==> config.mk <==
export PLATFORM = sky130hd
export DESIGN_NAME = arb_grant_return_router
export DESIGN_NICKNAME = d
export VERILOG_FILES = /design/src/rtl/arb_pkg.sv /design/src/rtl/arb_order_fifo.sv /design/src/rtl/arb_grant_return_router.sv
export SDC_FILE = /design/constraint.sdc
export NUM_CORES = 1
export LEC_CHECK = 0
export CAP_MARGIN = 20
export CORE_ASPECT_RATIO = 0.75
export CORE_MARGIN = 1.5
export CORE_UTILIZATION = 45
export CTS_CLUSTER_DIAMETER = 30
export DETAILED_ROUTE_END_ITERATION = 8
export PLACE_DENSITY_LB_ADDON = 0.2
export SYNTH_ARGS = -nofsm -noshare
export SYNTH_HDL_FRONTEND = slang
export SYNTH_SLANG_ARGS = --single-unit
export TNS_END_PERCENT = 100
==> constraint.sdc <==
create_clock -name clk -period 5.6 [get_ports clk]
set_clock_uncertainty 0.05 [all_clocks]
set_input_delay 1.12 -clock clk [delete_from_list [all_inputs] [get_ports clk]]
set_output_delay 1.12 -clock clk [all_outputs]
set_load 0.01 [all_outputs]
==> src/rtl/arb_pkg.sv <==
// Shared definitions for the weighted round-robin arbiter and its return-path router:
// default entry-field widths and the one-hot-to-index encoder both blocks use.
package arb_pkg;

  localparam int unsigned ARB_REQUESTER_NUM_DEF   = 4;
  localparam int unsigned ARB_NUM_GRANT_REQ_W_DEF = 3;
  localparam int unsigned ARB_ORDER_DEPTH_DEF     = 8;
  localparam int unsigned ARB_IDX_W_DEF           = $clog2(ARB_REQUESTER_NUM_DEF);
  localparam int unsigned ARB_ONEHOT_MAX_W        = 32;

  // Non-one-hot vectors resolve to the lowest set bit; all-zero yields 0.
  function automatic int unsigned onehot_to_idx(input logic [ARB_ONEHOT_MAX_W-1:0] onehot);
    int unsigned idx;
    logic        found;
    idx   = 0;
    found = 1'b0;
    for (int unsigned i = 0; i < ARB_ONEHOT_MAX_W; i++) begin
      if (onehot[i] && !found) begin
        idx   = i;
        found = 1'b1;
      end
    end
    return idx;
  endfunction

endpackage

==> src/rtl/arb_order_fifo.sv <==
// Order queue: synchronous FIFO with wrap-bit pointers, full/empty/occupancy status.
module arb_order_fifo #(
  parameter  int P_WIDTH = 8,
  parameter  int P_DEPTH = 8,
  localparam int AW      = $clog2(P_DEPTH)
) (
  input  logic               clk,
  input  logic               rst_n,
  input  logic               push_i,
  input  logic               pop_i,
  input  logic [P_WIDTH-1:0] wdata_i,
  output logic [P_WIDTH-1:0] rdata_o,
  output logic               full_o,
  output logic               empty_o,
  output logic [AW:0]        occupancy_o
);

  logic [P_WIDTH-1:0] mem_q [P_DEPTH];
  logic [AW:0]        wr_ptr_q, wr_ptr_d;
  logic [AW:0]        rd_ptr_q, rd_ptr_d;
  logic               do_push;
  logic               do_pop;

  assign occupancy_o = wr_ptr_q - rd_ptr_q;
  assign full_o      = (occupancy_o == (AW+1)'(P_DEPTH));
  assign empty_o     = (wr_ptr_q == rd_ptr_q);
  assign rdata_o     = mem_q[rd_ptr_q[AW-1:0]];

  // A pop in the same cycle frees the slot, so a push at full is still taken.
  assign do_pop  = pop_i & ~empty_o;
  assign do_push = push_i & (~full_o | do_pop);

  always_comb begin
    wr_ptr_d = wr_ptr_q;
    rd_ptr_d = rd_ptr_q;
    if (do_push) wr_ptr_d = wr_ptr_q + 1'b1;
    if (do_pop)  rd_ptr_d = rd_ptr_q + 1'b1;
  end

  always_ff @(posedge clk or negedge rst_n) begin
    if (!rst_n) begin
      wr_ptr_q <= '0;
      rd_ptr_q <= '0;
    end else begin
      wr_ptr_q <= wr_ptr_d;
      rd_ptr_q <= rd_ptr_d;
    end
  end

  always_ff @(posedge clk) begin
    if (do_push) mem_q[wr_ptr_q[AW-1:0]] <= wdata_i;
  end

endmodule

==> src/rtl/arb_grant_return_router.sv <==
// Records arbiter grants in order and steers the shared response stream back to the
// granted requester, popping each grant on its final beat.
module arb_grant_return_router
  import arb_pkg::*;
#(
  parameter  int P_REQUESTER_NUM   = ARB_REQUESTER_NUM_DEF,
  parameter  int P_NUM_GRANT_REQ_W = ARB_NUM_GRANT_REQ_W_DEF,
  parameter  int P_ORDER_DEPTH     = ARB_ORDER_DEPTH_DEF,
  localparam int REQ_NUM_W         = $clog2(P_REQUESTER_NUM),
  localparam int OCC_W             = $clog2(P_ORDER_DEPTH) + 1
) (
  input  logic                         clk,
  input  logic                         rst_n,
  input  logic [P_REQUESTER_NUM-1:0]   grant_valid_i,
  input  logic                         grant_ready_i,
  input  logic [P_NUM_GRANT_REQ_W-1:0] num_grant_req_i,
  output logic                         order_ready_o,
  input  logic                         rsp_valid_i,
  output logic                         rsp_ready_o,
  output logic [P_REQUESTER_NUM-1:0]   rsp_valid_o,
  input  logic [P_REQUESTER_NUM-1:0]   rsp_ready_i,
  output logic                         rsp_last_o,
  output logic [REQ_NUM_W-1:0]         head_idx_o,
  output logic [OCC_W-1:0]             occupancy_o,
  output logic                         err_overflow_o,
  output logic                         err_unexpected_o
);

  localparam int ENTRY_W = REQ_NUM_W + P_NUM_GRANT_REQ_W;

  logic                         push;
  logic                         pop;
  logic                         beat;
  logic                         full;
  logic                         empty;
  logic [REQ_NUM_W-1:0]         grant_idx;
  logic [ENTRY_W-1:0]           wr_entry;
  logic [ENTRY_W-1:0]           head_entry;
  logic [REQ_NUM_W-1:0]         head_idx;
  logic [P_NUM_GRANT_REQ_W-1:0] head_beats;
  logic [P_NUM_GRANT_REQ_W-1:0] beat_cnt_q, beat_cnt_d;
  logic                         err_overflow_q, err_overflow_d;
  logic                         err_unexpected_q, err_unexpected_d;

  assign push      = grant_ready_i & (|grant_valid_i);
  assign grant_idx = REQ_NUM_W'(onehot_to_idx(ARB_ONEHOT_MAX_W'(grant_valid_i)));
  assign wr_entry  = {grant_idx, num_grant_req_i};

  arb_order_fifo #(
    .P_WIDTH (ENTRY_W),
    .P_DEPTH (P_ORDER_DEPTH)
  ) u_order_fifo (
    .clk         (clk),
    .rst_n       (rst_n),
    .push_i      (push),
    .pop_i       (pop),
    .wdata_i     (wr_entry),
    .rdata_o     (head_entry),
    .full_o      (full),
    .empty_o     (empty),
    .occupancy_o (occupancy_o)
  );

  assign head_idx   = empty ? '0 : head_entry[P_NUM_GRANT_REQ_W +: REQ_NUM_W];
  assign head_beats = head_entry[P_NUM_GRANT_REQ_W-1:0];

  assign order_ready_o = ~full;
  assign head_idx_o    = head_idx;
  assign rsp_ready_o   = ~empty & rsp_ready_i[head_idx];
  assign rsp_last_o    = ~empty & (beat_cnt_q == head_beats);
  assign beat          = rsp_valid_i & rsp_ready_o;
  assign pop           = beat & rsp_last_o;

  always_comb begin
    rsp_valid_o = '0;
    for (int unsigned i = 0; i < P_REQUESTER_NUM; i++) begin
      rsp_valid_o[i] = ~empty & rsp_valid_i & (head_idx == REQ_NUM_W'(i));
    end
  end

  always_comb begin
    beat_cnt_d       = beat_cnt_q;
    if (beat) beat_cnt_d = rsp_last_o ? '0 : beat_cnt_q + 1'b1;
    // A simultaneous pop makes room, so only an unpaired push at full is lost.
    err_overflow_d   = push & full & ~pop;
    err_unexpected_d = rsp_valid_i & empty;
  end

  always_ff @(posedge clk or negedge rst_n) begin
    if (!rst_n) begin
      beat_cnt_q       <= '0;
      err_overflow_q   <= 1'b0;
      err_unexpected_q <= 1'b0;
    end else begin
      beat_cnt_q       <= beat_cnt_d;
      err_overflow_q   <= err_overflow_d;
      err_unexpected_q <= err_unexpected_d;
    end
  end

  assign err_overflow_o   = err_overflow_q;
  assign err_unexpected_o = err_unexpected_q;

endmodule

==> flow_summary.ini <==
[critical_path]
criticalPathCategory = register to primary output
crit_required_ns = 4.43
critical_path_arrival_ns = 3.24
worstPathMaxFanout = 16
end_kind = primary output
worstSetupStartpointType = register

[placement]
place_ws_ns = 1.50
finalWeightedCongestion = 0.890
port_buffers = 29
dp_hpwl_um = 3970
place_area_um2 = 2900

[global_routing]
globalRouteMet3Util = 0.0467
use_met2 = 0.338
grt_pass1_wl_um = 8220
groute.usage.overall = 0.183
busiest_layer = met2
overflow = 0
grt_max_degree = 18
grt_util_met1 = 0.219
grt_pass1_vias = 1638
antenna_found_initial = 0

[pwr]
combPwrFrac = 0.495
power_density_nw_per_um2 = 580
clkPwrFrac = 0.146
peakVddDrop_v = 0.000292
power.internal_mw = 1.09
switching_share = 0.377
switching_power_mw = 0.660
p_seq_frac = 0.358
leakagePower_nw = 1.13

[floorplan]
die-height_um = 68.3
ios = 30
die_w_um = 90.0
die_area_um2 = 6150
rows = 23
coreArea_um2 = 5410
start_util = 0.472

[synth]
yosysUniqueCellTypes = 44
yosys-top-cells-area = edfxtp_1, dfrtp_1, mux4_1
syn_nets = 201
syn-cell-area_um2 = 2560
synth_top_area_frac = 0.470
yosys.area.top_type = edfxtp_1
ys_warn_count = 0
synth-async-reset-ratio = 0.245
ys_ff_latch = 53
synth-edff-count = 40
synthCells = 179
ys.flop_type = edfxtp_1
ys_seq_area_frac = 0.597
avgSynthCellArea_um2 = 14.3

[cts]
cts-root-buf = clkbuf_8
clkSlewWorstSetupHoldPaths_ns = 0.09
clock_sink_count = 53
hold_buffers = 0
cts_tree = yes
cts_buffer_depth = 2
post_cts_buffers = 0
cts_resized = 0
numCtsBuffers = 5
cts-htree-levels = 2
insertion_delay_ns = 0.30

[route]
wl_um = 5160
ant_nets = 0
first_iter_violations = 72
wire_per_inst_um = 17.9
first_pass_iters = 4
drc_errors = 0
via_count = 1555
viasPerCell = 5.40

[sta]
hold_ws_ns = 0.450
rsz0062_at_grt = no
finalCriticalPeriod_ns = 4.41
max_slew_margin = 0.287
drv_slew = 0
worst_pin_slew_ns = 1.06
max_freq_ghz = 0.227
fin_setup_tns_ns = 0
setup_viol = 0
period_share = 0.788
setup_slack_ns = 1.19
hold_viol = 0

[layout]
fin_nets = 234
fin_area_um2 = 3010
area_growth_pct = 17.9
drive_above_1_share = 0.117
final_cell_mix = edfxtp_1, clkdlybuf4s50_1, dfrtp_1
antenna_cells = 0
layout_commonest_cell = edfxtp_1
final_util = 0.557

[worst_hold_path]
worstHoldPathType = register to register

[flow_run]
drv_cap = 0

[status]
status = complete, no violations
-- routing by layer --
layer,part of all wire,routed length [um],up-vias
li1,-,-,730
met2,0.52,2680,44
met3,0.043,220,7
met1,0.43,2220,774
met4,0.0081,42,0
met5,0,0,-
-- state kept, by name (all words and copies together) (netlist names) --
| name | cells |
|---|---|
| u_order_fifo.mem_q | 40 |
| u_order_fifo.rd_ptr_q | 4 |
| u_order_fifo.wr_ptr_q | 4 |
| beat_cnt_q | 3 |
| err_overflow_o | 1 |
| err_unexpected_o | 1 |
-- critical path, cell delays in order (launching register included) --
cell	delay (ns)
dfrtp_1	0.90
mux4_1	0.65
mux2i_1	0.18
xor2_1	0.21
nand3_2	0.16
nor2_1	0.26
clkdlybuf4s50_1	0.59
-- synth_stat cells (all sizes together) (4+ instances only) --
master / n
and2: 5
buf: 4
dfrtp: 13
edfxtp: 40
ha: 6
inv: 12
mux2i: 7
mux4: 8
nand2: 11
nand3: 8
nor2: 10
nor2b: 5
nor3: 9
xnor2: 5
xor2: 6
-- path summary, 6_finish.rpt --
check	start	end	slack [ns]	depth (start not counted)
max	u_order_fifo.rd_ptr_q[0]$_DFFE_PN0P_	rsp_last_o	1.19	6
min	u_order_fifo.wr_ptr_q[3]$_DFFE_PN0P_	u_order_fifo.wr_ptr_q[3]$_DFFE_PN0P_	0.45	1
max reg2reg	u_order_fifo.rd_ptr_q[0]$_DFFE_PN0P_	u_order_fifo.mem_q[6][3]$_DFFE_PP_	1.62	7
min reg2reg	u_order_fifo.wr_ptr_q[3]$_DFFE_PN0P_	u_order_fifo.wr_ptr_q[3]$_DFFE_PN0P_	0.45	1
max in group asynchronous	rst_n	u_order_fifo.rd_ptr_q[3]$_DFFE_PN0P_	3.93	1
min in group asynchronous	rst_n	u_order_fifo.rd_ptr_q[1]$_DFFE_PN0P_	1.16	1
-- layout make-up --
| class | instances | area (um2) |
|---|---|---|
| inverters | 12 | 45.0 |
| well taps | 75 | 93.8 |
| clock inverters | 3 | 43.8 |
| repair buffers | 31 | 305 |
| flip-flops and latches | 53 | 1530 |
| fillers | 461 | 2400 |
| multi-input cells | 109 | 931 |
| clock buffers | 5 | 68.8 |
-- cells by family (layout without fill, tap and decap cells) --
group | Yosys count | after routing | synth area share
xor gates and xnor gates | 11 | 11 | 0.0377
adders and majority gates | 7 | 7 | 0.0372
DFF | 53 | 53 | 0.597
muxes | 18 | 18 | 0.118
and+or+nand+nor | 56 | 56 | 0.115
buffers and inverters | 17 | 51 | 0.0387
AOI/OAI and AO/OA | 17 | 17 | 0.0563
-- through the flow --
step | power [mW] | std cells
5_1_grt | 1.87 | 288
3_3_place_gp | 1.46 | 280
3_5_place_dp | 1.51 | 280
6_report | 1.75 | 288
4_1_cts | 1.76 | 288
2_1_floorplan | 1.19 | 179
-- power groups by stage --
stage	clock network (mW)	registers, mW	logic, mW
6_report	0.256	0.627	0.867
5_1_grt	0.277	0.644	0.948
4_1_cts	0.261	0.628	0.874
3_5_place_dp	0	0.638	0.870
3_3_place_gp	0	0.628	0.832
2_1_floorplan	0	0.569	0.621
Note: power is estimated with default switching activity, not from simulation.
